File: src/rtl/regfile_wb_arbiter.sv
// regfile_wb_arbiter
// Arbitrates two write-back requesters (0 = ALU, 1 = load unit) onto a single
// register-file write port. It also keeps a busy scoreboard of destinations
// that have been issued and not yet written back, and uses it to stall issue
// on RAW/WAW hazards.
//
// Ports:
//   clk, reset                 clock; asynchronous active-low reset
//   iss_valid, iss_rs1/rs2/rd  issue request from decode
//   iss_stall                  issue blocked by hazard (combinational)
//   rN_valid/addr/data         write-back requests, N = 0, 1
//   rN_ready                   write-back grant (combinational)
//   rf_we, rf_vf, rf_a3, rf_wd register-file write port (registered)
//   busy                       pending-destination scoreboard (registered)
module regfile_wb_arbiter #(
    parameter int unsigned DW = 32,
    parameter int unsigned AW = 5
) (
    input  logic            clk,
    input  logic            reset,
    input  logic            iss_valid,
    input  logic [AW-1:0]   iss_rs1,
    input  logic [AW-1:0]   iss_rs2,
    input  logic [AW-1:0]   iss_rd,
    output logic            iss_stall,
    input  logic            r0_valid,
    input  logic [AW-1:0]   r0_addr,
    input  logic [DW-1:0]   r0_data,
    output logic            r0_ready,
    input  logic            r1_valid,
    input  logic [AW-1:0]   r1_addr,
    input  logic [DW-1:0]   r1_data,
    output logic            r1_ready,
    output logic            rf_we,
    output logic            rf_vf,
    output logic [AW-1:0]   rf_a3,
    output logic [DW-1:0]   rf_wd,
    output logic [2**AW-1:0] busy
);

    localparam int unsigned NReg = 2**AW;

    // Last-granted requester; resets to 1 so requester 0 wins first contention.
    logic            last_q, last_d;
    logic            rf_we_q, rf_we_d;
    logic [AW-1:0]   rf_a3_q, rf_a3_d;
    logic [DW-1:0]   rf_wd_q, rf_wd_d;
    logic [NReg-1:0] busy_q, busy_d;

    logic            xfer0, xfer1, xfer;
    logic [AW-1:0]   xfer_addr;
    logic [DW-1:0]   xfer_data;
    logic            iss_accept;

    // Grant depends only on the two valids and the pointer.
    always_comb begin
        r0_ready = r0_valid & (~r1_valid | last_q);
        r1_ready = r1_valid & (~r0_valid | ~last_q);
    end

    always_comb begin
        xfer0     = r0_valid & r0_ready;
        xfer1     = r1_valid & r1_ready;
        xfer      = xfer0 | xfer1;
        xfer_addr = xfer1 ? r1_addr : r0_addr;
        xfer_data = xfer1 ? r1_data : r0_data;
    end

    // Registered busy only; a clear becomes visible the cycle after commit.
    always_comb begin
        iss_stall  = iss_valid & (busy_q[iss_rs1] | busy_q[iss_rs2] | busy_q[iss_rd]);
        iss_accept = iss_valid & ~iss_stall;
    end

    always_comb begin
        last_d = last_q;
        if (xfer1) begin
            last_d = 1'b1;
        end else if (xfer0) begin
            last_d = 1'b0;
        end
    end

    // Address 0 transfers are consumed but never reach the register file.
    always_comb begin
        rf_we_d = xfer & (xfer_addr != '0);
        rf_a3_d = rf_a3_q;
        rf_wd_d = rf_wd_q;
        if (rf_we_d) begin
            rf_a3_d = xfer_addr;
            rf_wd_d = xfer_data;
        end
    end

    // Clear on commit first, then set, so a simultaneous set wins.
    always_comb begin
        busy_d = busy_q;
        if (rf_we_q) begin
            busy_d[rf_a3_q] = 1'b0;
        end
        if (iss_accept && (iss_rd != '0)) begin
            busy_d[iss_rd] = 1'b1;
        end
        busy_d[0] = 1'b0;
    end

    always_ff @(posedge clk or negedge reset) begin
        if (!reset) begin
            last_q  <= 1'b1;
            rf_we_q <= 1'b0;
            rf_a3_q <= '0;
            rf_wd_q <= '0;
            busy_q  <= '0;
        end else begin
            last_q  <= last_d;
            rf_we_q <= rf_we_d;
            rf_a3_q <= rf_a3_d;
            rf_wd_q <= rf_wd_d;
            busy_q  <= busy_d;
        end
    end

    // Write-valid qualifier tracks the write enable exactly.
    always_comb begin
        rf_we = rf_we_q;
        rf_vf = rf_we_q;
        rf_a3 = rf_a3_q;
        rf_wd = rf_wd_q;
        busy  = busy_q;
    end

endmodule

File: config.mk
export PLATFORM = sky130hd
export DESIGN_NAME = regfile_wb_arbiter
export DESIGN_NICKNAME = d
export VERILOG_FILES = /design/src/rtl/regfile_wb_arbiter.sv
export SDC_FILE = /design/constraint.sdc
export NUM_CORES = 1
export LEC_CHECK = 0
export ABC_AREA = 1
export CORE_MARGIN = 2
export CORE_UTILIZATION = 38
export DETAILED_ROUTE_END_ITERATION = 8
export GPL_ROUTABILITY_DRIVEN = 0
export PLACE_DENSITY_LB_ADDON = 0.25
export REMOVE_ABC_BUFFERS = 1
export SLEW_MARGIN = 20
export SYNTH_ARGS = -nofsm -noshare
export SYNTH_HDL_FRONTEND = slang
export SYNTH_SLANG_ARGS = --single-unit
export TNS_END_PERCENT = 1
File: constraint.sdc
create_clock -name clk -period 3.4 [get_ports clk]
set_input_delay 1.02 -clock clk [delete_from_list [all_inputs] [get_ports clk]]
set_output_delay 1.02 -clock clk [all_outputs]
set_load 0.01 [all_outputs]
==> results of run 1 <==
-- timing repair --
item                                    4_1_cts  5_1_grt
endpoints found under the setup margin        1        2
gates cloned                                  2        0
pin swaps                                     0        1
resized for setup                            43       13
hold buffers                                  0        0
-- per-layer routing --
metal  GRT usage  up-vias  wire, um
met5           0        -         0
met4       0.105        0       435
met3      0.0772       47      1790
met2       0.405      309      7470
met1       0.303     2402      6130
li1            -     2516         -
-- cells in the mapped netlist --
master / n / share of area
or2_2: 1 / 0.0014
buf_8: 1 / 0.0033
nand4_2: 1 / 0.0028
clkinv_2: 1 / 0.0011
nor2_2: 3 / 0.0042
conb_1: 1 / 0.00084
nand2_2: 3 / 0.0042
nor3_1: 7 / 0.0078
buf_6: 7 / 0.018
a21boi_0: 1 / 0.0017
nand4_1: 32 / 0.045
inv_1: 58 / 0.049
o21ai_1: 4 / 0.0045
nor2_4: 1 / 0.0025
clkbuf_1: 6 / 0.0050
buf_4: 8 / 0.013
nand3_1: 69 / 0.077
o31ai_1: 32 / 0.054
mux2i_1: 2 / 0.0045
buf_2: 11 / 0.012
nor2_1: 111 / 0.093
or2_0: 1 / 0.0014
o211ai_1: 1 / 0.0017
o21ai_0: 39 / 0.044
dfrtp_1: 69 / 0.38
dfstp_2: 1 / 0.0059
clkbuf_4: 3 / 0.0050
a21oi_1: 9 / 0.010
inv_2: 6 / 0.0050
nand2_1: 159 / 0.13
o22ai_1: 3 / 0.0042
a21oi_2: 1 / 0.0020
-- area by class of cell --
type / count / area [um2]
Tap cell: 143 / 179
Fill cell: 1059 / 4720
Clock buffer: 11 / 243
Sequential cell: 70 / 1750
Clock inverter: 5 / 81.3
Inverter: 65 / 251
Timing Repair Buffer: 204 / 1950
Multi-Input combinational cell: 481 / 2290
-- stage by stage --
step                hold slack [ns]  TNS [ns]  std cells   util
finish                        0.476         0        979  0.589
global route                  0.506   -0.0347        979  0.589
CTS                           0.482         0        979  0.588
detailed placement            0.468    -0.825        961  0.554
global placement              0.463    -0.804        961  0.554
floorplan                     0.486    -26.83        616      -
-- power groups by stage --
stage | logic, W | registers [W] | clock network [W]
4_1_cts | 0.00192 | 0.00138 | 0.00104
6_report | 0.00193 | 0.00138 | 0.00102
2_1_floorplan | 0.000717 | 0.00144 | 0
3_3_place_gp | 0.00189 | 0.00138 | 0
3_5_place_dp | 0.00191 | 0.00139 | 0
5_1_grt | 0.00210 | 0.00141 | 0.00108
-- tightest hold or removal path, cell delays in order, from the launching register on --
cell and delay [ns]:
dfrtp_1 0.34, nand2_1 0.05, o31ai_1 0.05
-- worst min-delay path by stage --
stage	to	depth (start not counted)	start	slack, ns
after detailed placement	rf_wd[2]$_DFFE_PN0P_	2	rf_wd[2]$_DFFE_PN0P_	0.47
after floorplan	last_q$_DFFE_PN1P_	2	last_q$_DFFE_PN1P_	0.49
after global routing	rf_wd[19]$_DFFE_PN0P_	2	rf_wd[19]$_DFFE_PN0P_	0.51
after CTS	rf_wd[24]$_DFFE_PN0P_	2	rf_wd[24]$_DFFE_PN0P_	0.48
final	rf_wd[24]$_DFFE_PN0P_	2	rf_wd[24]$_DFFE_PN0P_	0.48
after global placement	rf_wd[19]$_DFFE_PN0P_	2	rf_wd[19]$_DFFE_PN0P_	0.46
-- registers in the layout, summed over array words and instances, names as in the netlist --
| name | flops |
|---|---|
| rf_wd | 32 |
| busy | 31 |
| rf_a3 | 5 |
| last_q | 1 |
| rf_vf | 1 |
-- cells by family after synthesis --
| group | Yosys count | synth area share |
|---|---|---|
| DFF | 70 | 0.391 |
| muxes | 2 | 0.00446 |
| and+or+nand+nor | 388 | 0.372 |
| other | 1 | 0.000836 |
| buffers and inverters | 101 | 0.111 |
| AOI/OAI and AO/OA | 90 | 0.121 |
==> flow_summary.ini, run 1 <==
[floorplanning]
design.core.area_um2 = 11500
initial_utilization = 0.391
fp.dieW_um = 113
std_cell_rows = 39
die_height_um = 113
pin_count = 168
overall_die_area_um2 = 12700

[clocking]
clock_tree.htree_level_count = 3
clock_insertion_delay_worst_skew_ns = 0.34
tritoncts_num_sinks = 70
cts_inserted_buffers = 9
clk_path_buf_depth = 2
clk_root_buffer_cell = clkbuf_16
clk_pin_slew_worst_paths_ns = 0.05
clock_tree_from_tritoncts = built
post_cts_buffers = 0

[sta]
final_setup_violating_endpoints = 0
post-route-min-period_ns = 3.36
rsz0062_at_grt = true
finalWorstSetupSlack_ns = 0.0387
finClkSkew_ns = 0.0120
drv_slew = 0
final.period_utilization = 0.989
pin_slew_with_the_least_headroom_to_its_limit_ns = 0.940
max_freq_ghz = 0.298
worst_slew_margin_rel = 0.373
final_hold_viol_count = 0

[route]
drcViolationCount = 0
avgViaCountPerCell = 5.39
routed_via_count = 5274
dr.pass1.iters = 5
first_iter_violations = 483
ant_nets = 0
routed_wirelength_mm = 15.8
avgRoutedWirePerCell_um = 16.2

[worst_setup_path]
crit_start = iss_rs2[0]
critical_path.endpoint = iss_stall
worstSetupPathDepth = 12
critical_path.max_stage_delay_ns = 0.26
timing.critical_path.cells = clkdlybuf4s15_2, clkinv_4, nand2_1, nand3_1, nand3_1, nand3_1, nand2_1, nand2_1, nand2_2, nor2_4, a21boi_2, buf_2
crit-reg2reg-launch = last_q$_DFFE_PN1P_
rr_endpoint = rf_a3[2]$_DFFE_PN0P_
reg2regPathDepth = 10
endpoint_kind = output pin
crit_slowest_cell = clkdlybuf4s15_2
timing.critical_path.from_type = input port
arrival_ns = 2.34
worst_setup_path_category = input port to output pin
regToRegSetupSlack_ns = 1.16
crit_fanout = 15
worstPathBufferInverterCount = 3
required_time_at_the_endpoint_of_the_critical_path_ns = 2.38
critical_path.top_delay_family = simple AND/OR/NAND/NOR gates

[power_and_ir_drop]
internal-power_w = 0.00268
clock_power_share = 0.236
power.net_switching_w = 0.00165
seq_power_share = 0.318
irDropWorstVdd_v = 0.000316
leakagePower_nw = 3.10
comb_power_share = 0.445
pwr_density_cell_nw_per_um2 = 642
swShare = 0.381
totalPowerFinal_w = 0.00433

[global_route]
grt_antenna_before_repair = 0
grt_pass1_vias = 5160
first_pass_grt_wire_length_mm = 25.3
gr-usage-all-layers = 0.248
grt_max_degree = 50
grt_overflow_total = 0

[synth]
yosysWarningCount = 0
synth_area_per_cell_um2 = 6.88
synth_seq_cells = 70
netlist-cell-type-count = 32
combined_area_of_all_synthesized_cells_um2 = 4490
synth_cells = 652
synth-seq-area-share = 0.391

[outcome]
run_status = completed

[placed_design]
buffer_ports.inserted = 166
dpl-instance-area_um2 = 6350
dp.final_hpwl_mm = 11.8
dp_slack_ns = -0.825

[finish]
most_frequent_standard_cell_in_the_layout_excluding_fill_and_tap_cells = nand2_1
areaGrowthSynthToFinish_pct = 50.5
post_layout_net_count = 925
final_design_area_no_fill_um2 = 6750
layout.cells.most_common_list = 157 x nand2_1, 152 x clkdlybuf4s50_1, 111 x nor2_1, 69 x dfrtp_1, 68 x nand3_1
insertedDiodeCount = 0
post_route_cells_drive_above_1_share = 0.111

[min_path]
timing.hold.worst.class = flop to flop

[job]
drv_cap = 0
Power figures use the tool's default switching activity.
==> inputs of run 2 (changes only) <==
--- a/config.mk
+++ b/config.mk
@@ -12,6 +12,7 @@
 export GPL_ROUTABILITY_DRIVEN = 0
 export PLACE_DENSITY_LB_ADDON = 0.25
 export REMOVE_ABC_BUFFERS = 1
+export SETUP_SLACK_MARGIN = 0.1
 export SLEW_MARGIN = 20
 export SYNTH_ARGS = -nofsm -noshare
 export SYNTH_HDL_FRONTEND = slang
==> run 2 against run 1 <==
Compared with the run above:
- clock power barely moved
- count of clock-buffer cells in the layout did not move
- via count rose by 1.4%
- critical endpoint unchanged
- highest routed layer unchanged
==> flow_summary.ini, run 2 (synthesis results as in run 1) <==
[power_and_ir_drop]
leakagePower_nw = 3.14
totalPowerFinal_w = 0.00435
clock_power_share = 0.235
comb_power_share = 0.447
irDropWorstVdd_v = 0.000316
swShare = 0.383
power.net_switching_w = 0.00167
seq_power_share = 0.318
pwr_density_cell_nw_per_um2 = 640
internal-power_w = 0.00269

[floorplanning]
pin_count = 168
std_cell_rows = 39
fp.dieW_um = 113
initial_utilization = 0.391
design.core.area_um2 = 11500
overall_die_area_um2 = 12700
die_height_um = 113

[sta]
hold_ws_ns = 0.477
pin_slew_with_the_least_headroom_to_its_limit_ns = 0.942
rsz0062_at_grt = true
final_hold_viol_count = 0
final.period_utilization = 0.965
max_freq_ghz = 0.305
final_setup_violating_endpoints = 0
finalWorstSetupSlack_ns = 0.119
drv_slew = 0
setup_total_negative_slack_ns = 0
finClkSkew_ns = 0.0114
post-route-min-period_ns = 3.28
worst_slew_margin_rel = 0.372

[global_route]
globalRoute.busiestLayer = met2
grt_pass1_vias = 5160
grt.met3_usage = 0.0772
grt_overflow_total = 0
globalRouteMet2Util = 0.405
met1_global_route_usage = 0.303
first_pass_grt_wire_length_mm = 25.3
grt_antenna_before_repair = 0
gr-usage-all-layers = 0.248
grt_max_degree = 50

[min_path]
worst_hold_path.num_cells = 2
timing.hold.worst.class = flop to flop

[clocking]
tritoncts_num_sinks = 70
cts_inserted_buffers = 9
clock_insertion_delay_worst_skew_ns = 0.34
clock_tree_from_tritoncts = built
clk_pin_slew_worst_paths_ns = 0.06
hold_buffers = 0
clk_root_buffer_cell = clkbuf_16
clock_tree.htree_level_count = 3
clk_path_buf_depth = 2

[route]
avgViaCountPerCell = 5.44
ant_nets = 0
first_iter_violations = 462
routed_wirelength_mm = 16.0
avgRoutedWirePerCell_um = 16.3
dr.pass1.iters = 7
drcViolationCount = 0
routed_via_count = 5348

[worst_setup_path]
rr_endpoint = rf_a3[2]$_DFFE_PN0P_
endpoint_kind = output pin
crit_start = iss_rs2[0]
crit_fanout = 8
worst_setup_path_category = input port to output pin
arrival_ns = 2.26
critical_path.endpoint = iss_stall
required_time_at_the_endpoint_of_the_critical_path_ns = 2.38
crit-reg2reg-launch = last_q$_DFFE_PN1P_
regToRegSetupSlack_ns = 1.16
timing.critical_path.from_type = input port
reg2regPathDepth = 10

[outcome]
run_status = completed

[finish]
post_route_cells_drive_above_1_share = 0.126
layout.cells.most_common_list = 157 x nand2_1, 150 x clkdlybuf4s50_1, 111 x nor2_1, 69 x dfrtp_1, 64 x nand3_1
post_route_utilization = 0.593
post_layout_net_count = 929
areaGrowthSynthToFinish_pct = 51.6
fillerInstances = 1049
largest_register_ffs = 32
insertedDiodeCount = 0
sequential_area_um2 = 1750
multi_input_area_um2 = 2320
most_frequent_standard_cell_in_the_layout_excluding_fill_and_tap_cells = nand2_1

[placed_design]
buffer_ports.inserted = 166
dp_slack_ns = -0.825
dp.final_hpwl_mm = 11.8

[job]
drv_cap = 0
[run 2: cell types whose count changed in the layout (fill, tap and decap cells not counted), sizes merged]
| cell | delta |
|---|---|
| buf | +5 |
| clkbuf | +4 |
| clkdlybuf4s15 | -3 |
| clkdlybuf4s50 | -2 |
| dlygate4sd2 | -2 |
| dlymetal6s2s | +1 |
| inv | +1 |
[run 2: stage by stage]
stage	area [um2]	std cells
floorplan	4230	616
global placement	6350	961
detailed placement	6350	961
CTS	6750	979
global route	6800	983
finish	6800	983
[run 2: worst min-delay path by stage]
stage,start,end
6_report,rf_wd[24]$_DFFE_PN0P_,rf_wd[24]$_DFFE_PN0P_
5_1_grt,rf_wd[19]$_DFFE_PN0P_,rf_wd[19]$_DFFE_PN0P_
4_1_cts,rf_wd[24]$_DFFE_PN0P_,rf_wd[24]$_DFFE_PN0P_
3_5_place_dp,rf_wd[2]$_DFFE_PN0P_,rf_wd[2]$_DFFE_PN0P_
3_3_place_gp,rf_wd[19]$_DFFE_PN0P_,rf_wd[19]$_DFFE_PN0P_
2_1_floorplan,last_q$_DFFE_PN1P_,last_q$_DFFE_PN1P_
[run 2: timing repair]
item                       4_1_cts  5_1_grt
cloned                           2        1
pin swaps                        0        4
buffers inserted                 0        3
setup endpoints to repair        2        2
gates resized for setup         48       38
[run 2: power groups by stage]
stage	Combinational [W]	Clock (W)	Sequential [W]
after floorplan	0.000717	0	0.00144
after global placement	0.00189	0	0.00138
after detailed placement	0.00191	0	0.00139
after CTS	0.00192	0.00104	0.00138
after global routing	0.00212	0.00108	0.00141
final	0.00195	0.00102	0.00138
[run 2: worst max-delay path, stage by stage]
cell and delay [ns]:
clkbuf_4 0.18, buf_6 0.15, nand2_1 0.05, nand3_1 0.09, nand3_1 0.11, nand3_1 0.10
nand2_1 0.06, nand2_1 0.07, nand2_2 0.06, nor2_4 0.15, a21boi_2 0.08, buf_2 0.14
[run 2: final cells by class]
class	instances	area share
Timing Repair inverter	1	0.000920
Sequential cell	70	0.258
Clock inverter	5	0.0120
Timing Repair Buffer	207	0.288
Tap cell	143	0.0263
Multi-Input combinational cell	481	0.342
Clock buffer	11	0.0357
Inverter	65	0.0377
[run 2: layer usage]
metal / part of all wire / wire length (um)
met5: 0 / 0
met4: 0.026 / 423
met3: 0.11 / 1720
met2: 0.48 / 7620
met1: 0.39 / 6250
